==> src/rtl/imem_fetch_sequencer.sv <==
// Fetch sequencer for a 1-cycle-latency instruction RAM: start-to-first-valid is 2 edges, then 1 instr/cycle.
// A stall holds and replays the presented address. FETCH_WATCHDOG_EN adds an accept-count halt.
module imem_fetch_sequencer #(
  parameter logic [9:0]  PROG0_BASE = 10'd0,
  parameter logic [9:0]  PROG1_BASE = 10'd15,
  parameter logic [9:0]  PROG2_BASE = 10'd25,
  parameter logic [15:0] WD_LIMIT   = 16'd255
) (
  input  logic        clock,
  input  logic        reset,
  input  logic        start,
  input  logic [1:0]  prog_sel,
  input  logic        stall,
  input  logic        redirect,
  input  logic [9:0]  redirect_addr,
  input  logic        halt_req,
  output logic [9:0]  mem_addr,
  input  logic [31:0] mem_instr,
  output logic [31:0] instr,
  output logic [9:0]  instr_pc,
  output logic        instr_valid,
  output logic        busy,
  output logic        done,
  output logic        wd_trip
);

  typedef enum logic [1:0] {
    ST_IDLE = 2'd0,
    ST_RUN  = 2'd1,
    ST_DONE = 2'd2
  } state_t;

  state_t      state_q, state_d;
  logic [9:0]  pc_q, pc_d;
  logic [9:0]  instr_pc_q, instr_pc_d;
  logic        instr_valid_q, instr_valid_d;
  logic        wd_trip_q, wd_trip_d;

  logic        accept;
  logic        redirect_take;
  logic        start_ok;
  logic [9:0]  start_base;
  logic        wd_hit;

  assign accept        = instr_valid_q & ~stall;
  assign redirect_take = redirect & accept;
  assign start_ok      = start & (prog_sel != 2'd3);

  always_comb begin
    start_base = PROG0_BASE;
    case (prog_sel)
      2'd1:    start_base = PROG1_BASE;
      2'd2:    start_base = PROG2_BASE;
      default: start_base = PROG0_BASE;
    endcase
  end

`ifdef FETCH_WATCHDOG_EN
  logic [15:0] wd_cnt_q, wd_cnt_d;
  logic [15:0] wd_cnt_inc;

  assign wd_cnt_inc = wd_cnt_q + 16'd1;
  assign wd_hit     = (state_q == ST_RUN) & accept & (wd_cnt_inc == WD_LIMIT);

  always_comb begin
    wd_cnt_d = wd_cnt_q;
    if ((state_q != ST_RUN) && start_ok) begin
      wd_cnt_d = 16'd0;
    end else if ((state_q == ST_RUN) && accept) begin
      wd_cnt_d = wd_cnt_inc;
    end
  end
`else
  logic unused_wd_limit;

  assign unused_wd_limit = ^WD_LIMIT;
  assign wd_hit          = 1'b0;
`endif

  always_comb begin
    state_d       = state_q;
    pc_d          = pc_q;
    instr_pc_d    = instr_pc_q;
    instr_valid_d = instr_valid_q;
    wd_trip_d     = wd_trip_q;
    case (state_q)
      ST_IDLE, ST_DONE: begin
        if (start_ok) begin
          state_d       = ST_RUN;
          pc_d          = start_base;
          instr_valid_d = 1'b0;
          wd_trip_d     = 1'b0;
        end
      end
      ST_RUN: begin
        if (halt_req || wd_hit) begin
          state_d       = ST_DONE;
          instr_valid_d = 1'b0;
          if (wd_hit) begin
            wd_trip_d = 1'b1;
          end
        end else if (redirect_take) begin
          // Target is presented on the next edge, so its fetch goes out this cycle.
          instr_pc_d    = redirect_addr;
          pc_d          = redirect_addr + 10'd1;
          instr_valid_d = 1'b1;
        end else if (!(instr_valid_q && stall)) begin
          instr_pc_d    = pc_q;
          pc_d          = pc_q + 10'd1;
          instr_valid_d = 1'b1;
        end
      end
      default: begin
        state_d       = ST_IDLE;
        instr_valid_d = 1'b0;
      end
    endcase
  end

  always_ff @(posedge clock or posedge reset) begin
    if (reset) begin
      state_q       <= ST_IDLE;
      pc_q          <= 10'd0;
      instr_pc_q    <= 10'd0;
      instr_valid_q <= 1'b0;
      wd_trip_q     <= 1'b0;
`ifdef FETCH_WATCHDOG_EN
      wd_cnt_q      <= 16'd0;
`endif
    end else begin
      state_q       <= state_d;
      pc_q          <= pc_d;
      instr_pc_q    <= instr_pc_d;
      instr_valid_q <= instr_valid_d;
      wd_trip_q     <= wd_trip_d;
`ifdef FETCH_WATCHDOG_EN
      wd_cnt_q      <= wd_cnt_d;
`endif
    end
  end

  // Replaying instr_pc during a stall keeps mem_instr aligned with the held instruction.
  always_comb begin
    mem_addr = pc_q;
    if (redirect_take) begin
      mem_addr = redirect_addr;
    end else if (instr_valid_q && stall) begin
      mem_addr = instr_pc_q;
    end
  end

  assign instr       = instr_valid_q ? mem_instr : 32'd0;
  assign instr_pc    = instr_pc_q;
  assign instr_valid = instr_valid_q;
  assign busy        = (state_q == ST_RUN);
  assign done        = (state_q == ST_DONE);
  assign wd_trip     = wd_trip_q;

endmodule

==> config.mk <==
export PLATFORM = sky130hd
export DESIGN_NAME = imem_fetch_sequencer
export DESIGN_NICKNAME = d
export VERILOG_FILES = /design/src/rtl/imem_fetch_sequencer.sv
export SDC_FILE = /design/constraint.sdc
export NUM_CORES = 1
export LEC_CHECK = 0
export CORE_UTILIZATION = 38
export DETAILED_ROUTE_END_ITERATION = 16
export GPL_TIMING_DRIVEN = 0
export PLACE_DENSITY = 0.78
export SLEW_MARGIN = 20
export SYNTH_ARGS = -nofsm -noshare
export SYNTH_HDL_FRONTEND = slang
export SYNTH_SLANG_ARGS = --single-unit
==> constraint.sdc <==
create_clock -name clock -period 2.1 [get_ports clock]
set_input_delay 0.63 -clock clock [delete_from_list [all_inputs] [get_ports clock]]
set_output_delay 0.63 -clock clock [all_outputs]
set_load 0.005 [all_outputs]
After elaboration in Yosys (flattened, before gate mapping)
Index checks and enable logic that the tools add are counted.
{ "word_totals": {"register_bits": 23, "latch_bits": 0, "ramBits": 0, "romBits": 0, "output_inout_bits": 56, "memories": 0} }
{ "op_classes": {"addsub": 2, "n_mul": 0, "div_mod_pow": 0, "n_lt_le_gt_ge": 0, "eq_ne": 10, "shift": 0, "mux": 17, "bitwise_logic": 5, "reduce_logical": 8} }
{ "ops": {"columns": ["operator", "n"], "rows": [
  ["2-to-1 mux 10 bit", 6],
  ["2-to-1 mux 32 bit", 1],
  ["adder 10 x 1 -> 10 bit (second input constant)", 2],
  ["case mux 10 bit (2 select lines)", 1],
  ["case mux 5 bit (2 select lines)", 1],
  ["!= test 2 bit (second input constant)", 4],
  ["AND reduction 2 bit", 3],
  ["equality test 2 x 1 -> 1 bit (second input constant)", 2],
  ["equality test 2 bit (second input constant)", 2],
  ["2-to-1 mux 1 bit", 4],
  ["2-to-1 mux 2 bit", 2],
  ["!= test 4 bit (second input constant)", 1],
  ["case mux 2 bit (2 select lines)", 1],
  ["AND reduction 4 bit", 1],
  ["bitwise AND 1 bit", 3],
  ["!= test 3 bit (second input constant)", 1],
  ["logical NOT 2 bit", 1],
  ["NOT 1 bit", 2],
  ["case mux 1 bit (2 select lines)", 1],
  ["nonzero test 2 bit", 1],
  ["OR reduction 2 bit", 1],
  ["logical AND 1 bit", 1]
]} }

Longest topological paths before layout
{ "depth": {"ltp_word": 6, "mapped_depth": 10, "ltp_nobuf": 9} }

Worst setup path after synthesis
Ideal clock, no wire load.
{ "synth_timing": {"path_kind": "input port to flip-flop", "start": "in stall", "end": "reg pc_q[6]", "setup_time_ns": 0.129, "arrival_ns": 1.979, "slack_ns": -0.008, "cell_stages": 10, "cell_sequence": "and3b_1 -> buf_6 -> and2_4 -> a21o_1 -> ha_1 -> nand4_1 -> nor2_1 -> xnor2_1 -> a2bb2oi_1 -> o21ai_0"} }
{ "synth_between": {"elab_chain_len": 6} }
{ "synth_rtl": {"columns": ["item", "line", "text"], "rows": [
  ["from (decl)", "13", "input logic stall,"],
  ["NOT 1 bit", "45", "assign accept = instr_valid_q & ~stall;"],
  ["bitwise AND 1 bit", "45", null],
  ["bitwise AND 1 bit", "46", "assign redirect_take = redirect & accept;"],
  ["2-to-1 mux 10 bit", "102", "end else if (redirect_take) begin"],
  ["2-to-1 mux 10 bit", "96", "if (halt_req || wd_hit) begin"],
  ["case mux 10 bit (2 select lines)", "86", "case (state_q)"],
  ["to (signal assigned)", "132", "pc_q <= pc_d;"],
  ["to (decl)", "34", "logic [9:0] pc_q, pc_d;"]
]} }
Parallel ways exist; a longest one is shown, timed or not. The select of a mux whose other input is x is not followed.
A chain may end at the register's enable or synchronous reset.

Final worst setup path
{ "layout_timing": {"start": "in redirect", "end": "out mem_addr[8]"} }
{ "layout_between": {"elab_chain_len": 2} }
{ "layout_rtl": {"columns": ["item", "line", "text"], "rows": [
  ["from (decl)", "14", "input logic redirect,"],
  ["bitwise AND 1 bit", "46", null],
  ["2-to-1 mux 10 bit", null, null],
  ["to (decl)", "17", "output logic [9:0] mem_addr,"]
]} }
No other way between the ends.

==> flow_results.xml <==
<?xml version="1.0" encoding="UTF-8"?>
<metrics>
  <group name="placement">
    <metric name="portBuffers" unit="">104</metric>
    <metric name="pre_cts_slack" unit="ps">-1130</metric>
    <metric name="routabilityCongestion" unit="">0.912</metric>
    <metric name="post-place-cells" unit="">361</metric>
    <metric name="detailedPlacementHpwl" unit="um">4500</metric>
  </group>
  <group name="final_layout">
    <metric name="final_cells" unit="">390</metric>
    <metric name="finalNetCount" unit="">393</metric>
    <metric name="n_fill_cell" unit="">350</metric>
    <metric name="sequential_cell_area" unit="um^2">578</metric>
    <metric name="antenna_cells" unit="">0</metric>
    <metric name="post_route_cells_drive_above_1_share" unit="%">36.1</metric>
    <metric name="multi_input_logic_area" unit="um^2">1230</metric>
    <metric name="syn2layout_area_growth" unit="%">74.8</metric>
  </group>
  <group name="global_routing">
    <metric name="first_pass_grt_wire_length" unit="um">10100</metric>
    <metric name="grt.met2_usage" unit="%">42.2</metric>
    <metric name="largest_net_degree_at_the_start_of_global_routing" unit="">24</metric>
    <metric name="globalRouteTotalUtil" unit="%">26.1</metric>
    <metric name="grt_remaining_overflow" unit="">0</metric>
    <metric name="met1_capacity_usage_during_global_routing" unit="%">35.5</metric>
    <metric name="global_route.peak_usage_layer" unit="">met2</metric>
    <metric name="grtUsageMet3" unit="%">4.33</metric>
    <metric name="first_global_vias" unit="">1970</metric>
    <metric name="antenna_found_initial" unit="">0</metric>
  </group>
  <group name="synthesis">
    <metric name="synth_cells" unit="">205</metric>
    <metric name="synth_enable_flop_cells" unit="">0</metric>
    <metric name="synth.distinct_cells" unit="">45</metric>
    <metric name="yosys_register_bits" unit="">23</metric>
    <metric name="synth_top_cell_by_area" unit="">sky130_fd_sc_hd__dfrtp_1</metric>
    <metric name="yosys_warnings" unit="">0</metric>
    <metric name="leading_cell_types_by_count_after_synthesis" unit="">sky130_fd_sc_hd__and2_1 (32), sky130_fd_sc_hd__dfrtp_1 (23), sky130_fd_sc_hd__nand2_1 (19), sky130_fd_sc_hd__nor2_1 (14), sky130_fd_sc_hd__o21ai_0 (11)</metric>
    <metric name="most_repeated_cell_in_the_gate_level_netlist_after_synthesis" unit="">sky130_fd_sc_hd__and2_1</metric>
    <metric name="seq_area_frac_synth" unit="%">32.3</metric>
    <metric name="synth.top_cells.by_area" unit="">sky130_fd_sc_hd__dfrtp_1 (32%), sky130_fd_sc_hd__and2_1 (11%), sky130_fd_sc_hd__mux2_2 (5.7%)</metric>
    <metric name="ys.flop_type" unit="">sky130_fd_sc_hd__dfrtp_1</metric>
    <metric name="syn_area" unit="um^2">1780</metric>
    <metric name="yosysTopAreaCellShare" unit="%">32.3</metric>
    <metric name="syn_avg_cell_area" unit="um^2">8.69</metric>
    <metric name="async_reset_ff_share" unit="%">100</metric>
    <metric name="synthesis.nets" unit="">259</metric>
  </group>
  <group name="sta">
    <metric name="final_min_period_over_clock_period" unit="%">109</metric>
    <metric name="timing.final.ws_setup" unit="ps">-193</metric>
    <metric name="final-hold-violation-count" unit="">0</metric>
    <metric name="tns" unit="ps">-1430</metric>
    <metric name="worst_slew_pin_slew" unit="ps">897</metric>
    <metric name="timing.fmax" unit="MHz">436</metric>
    <metric name="max_slew_margin" unit="%">40.1</metric>
    <metric name="final-setup-viol-count" unit="">11</metric>
    <metric name="min_period" unit="ps">2290</metric>
    <metric name="rsz0062_at_grt" unit="">true</metric>
    <metric name="drv_slew" unit="">0</metric>
    <metric name="finClkSkew" unit="ps">6.70</metric>
  </group>
  <group name="floorplanning">
    <metric name="fp.dieH" unit="um">70.5</metric>
    <metric name="die_width" unit="um">70.5</metric>
    <metric name="fp-row-count" unit="">24</metric>
    <metric name="fp.dieArea" unit="um^2">4960</metric>
    <metric name="initial_utilization" unit="%">40.3</metric>
    <metric name="core_area" unit="um^2">4410</metric>
    <metric name="pin_count" unit="">106</metric>
  </group>
  <group name="power">
    <metric name="power.static_leakage" unit="nW">1.43</metric>
    <metric name="powerDensity" unit="nW/um^2">757</metric>
    <metric name="vdd_drop_max" unit="mV">0.439</metric>
  </group>
  <group name="drt">
    <metric name="antenna_left" unit="">0</metric>
    <metric name="drt_drc_violations_left" unit="">0</metric>
    <metric name="drt_iter0_markers" unit="">187</metric>
    <metric name="first_pass_iters" unit="">4</metric>
    <metric name="detail_route.wirelength" unit="um">6600</metric>
    <metric name="via_per_inst" unit="">5.17</metric>
    <metric name="num_vias" unit="">2018</metric>
    <metric name="avgRoutedWirePerCell" unit="um">16.9</metric>
  </group>
  <group name="setup_path">
    <metric name="critical_path_buf_inv_count" unit="">4</metric>
    <metric name="crit_path_top_delay_cell" unit="">sky130_fd_sc_hd__and3b_1</metric>
    <metric name="required" unit="ps">1470</metric>
    <metric name="cpMostUsedCell" unit="">sky130_fd_sc_hd__buf_6</metric>
    <metric name="endpoint_kind" unit="">primary output</metric>
    <metric name="critical_path_arrival" unit="ps">1660</metric>
    <metric name="setup.worst_path.class" unit="">input port to primary output</metric>
    <metric name="max_stage_delay" unit="ps">180</metric>
    <metric name="worst-path-max-fanout" unit="">6</metric>
    <metric name="cp-start-kind" unit="">input port</metric>
    <metric name="timing.critical_path.cells" unit="">buf_6 &gt; and3b_1 &gt; buf_6 &gt; nor2_4 &gt; buf_6 &gt; nand2_2 &gt; o211ai_1 &gt; buf_2</metric>
    <metric name="critPathTopFamily" unit="">buffers and inverters</metric>
    <metric name="reg2reg_setup_slack" unit="ps">-30</metric>
  </group>
  <group name="min_path">
    <metric name="hold_class" unit="">flop to flop</metric>
  </group>
  <group name="flow_run">
    <metric name="maxCapViolations" unit="">0</metric>
  </group>
  <group name="clocking">
    <metric name="cts_buffer_depth" unit="">2</metric>
    <metric name="ctsRootBufferMaster" unit="">sky130_fd_sc_hd__clkbuf_8</metric>
    <metric name="cts_tree" unit="">done</metric>
    <metric name="path_clk_slew" unit="ps">90</metric>
    <metric name="cts-buffers-inserted" unit="">3</metric>
    <metric name="ctsHtreeMaxLevel" unit="">1</metric>
    <metric name="post_cts_hold_buffer_count" unit="">0</metric>
    <metric name="insertion_delay" unit="ps">280</metric>
    <metric name="tritoncts_num_sinks" unit="">23</metric>
  </group>
  <group name="outcome">
    <metric name="run_status" unit="">complete, but fails checks</metric>
    <metric name="failed_checks" unit="">setup timing</metric>
  </group>
</metrics>
kinds of logic (layout without fill, tap and decap cells):
| logic type | after synthesis | in the layout | synth area share, % |
|---|---|---|---|
| simple gates | 96 | 97 | 30.5 |
| compound gates | 41 | 41 | 15.5 |
| flops | 23 | 23 | 32.3 |
| buf+inv | 16 | 148 | 4.71 |
| mux | 14 | 14 | 9.07 |
| xor+xnor | 10 | 10 | 4.92 |
| fa+ha+maj | 4 | 4 | 2.81 |
| other cells | 1 | 1 | 0.211 |
through the flow:
step	util (%)	hold WS (ps)	total power [mW]	instance area, um^2
6_report	70.5	553	2.36	3110
5_1_grt	70.5	581	2.50	3110
4_1_cts	71.4	555	2.25	3150
3_5_place_dp	65.4	530	1.89	2890
3_3_place_gp	65.4	522	1.86	2890
2_1_floorplan	-	478	1.24	1780
routing by layer:
layer / vias up / share of wire, %
li1: 981 / -
met1: 934 / 43
met2: 86 / 50
met3: 17 / 5.3
met4: 0 / 2.0
met5: - / 0
final timing paths:
path                             start     endpoint  cells past startpoint
max in group asynchronous        reset   state_q[0]                      2
hold reg to reg            instr_pc[5]  instr_pc[5]                      1
setup / recovery              redirect  mem_addr[8]                      8
min in group asynchronous        reset      pc_q[2]                      2
setup reg to reg           instr_valid      pc_q[6]                     11
hold / removal             instr_pc[5]  instr_pc[5]                      1
where the power goes:
| part | leakage, nW | switching, mW | internal (mW) |
|---|---|---|---|
| combinational | 1.11 | 0.549 | 0.795 |
| sequential | 0.298 | 0.149 | 0.564 |
| clock | 0.0217 | 0.164 | 0.135 |
| total | 1.43 | 0.863 | 1.49 |
state kept, by name (all words and copies together), names as in the netlist:
name and flops:
instr_valid 1, state_q 2, instr_pc 10, pc_q 10
layout by cell type (no fill, tap or decap), drive strengths merged, types with 2 or more instances in the layout:
cell	n
mux2	11
mux2i	3
buf	44
nor3	3
clkbuf	33
xor2	4
xnor2	6
dlygate4sd2	6
nor4	3
o21ai	12
nor2	17
and2	35
ha	4
clkdlybuf4s15	3
a21o	2
inv	7
a21oi	9
dfrtp	23
nand2	20
nor2b	2
nor3b	2
nand3	8
clkdlybuf4s50	54
a221o	4
a22oi	6
o2bb2ai	2
area by class of cell:
type / count / share of cell area [%]
Sequential cell: 23 / 18.6
Clock buffer: 3 / 1.33
Multi-Input combinational cell: 167 / 39.4
Buffer: 9 / 2.77
Clock inverter: 1 / 0.241
Inverter: 7 / 0.844
Tap cell: 52 / 2.09
Timing Repair Buffer: 128 / 34.7
repair_timing:
item	in CTS	in global routing
pin swaps	21	11
buffers inserted	21	5
gates cloned	2	0
gates resized for setup	127	84
setup endpoints to repair	49	47
hold endpoints to repair	0	0
Note: power is estimated with default switching activity, not from simulation.
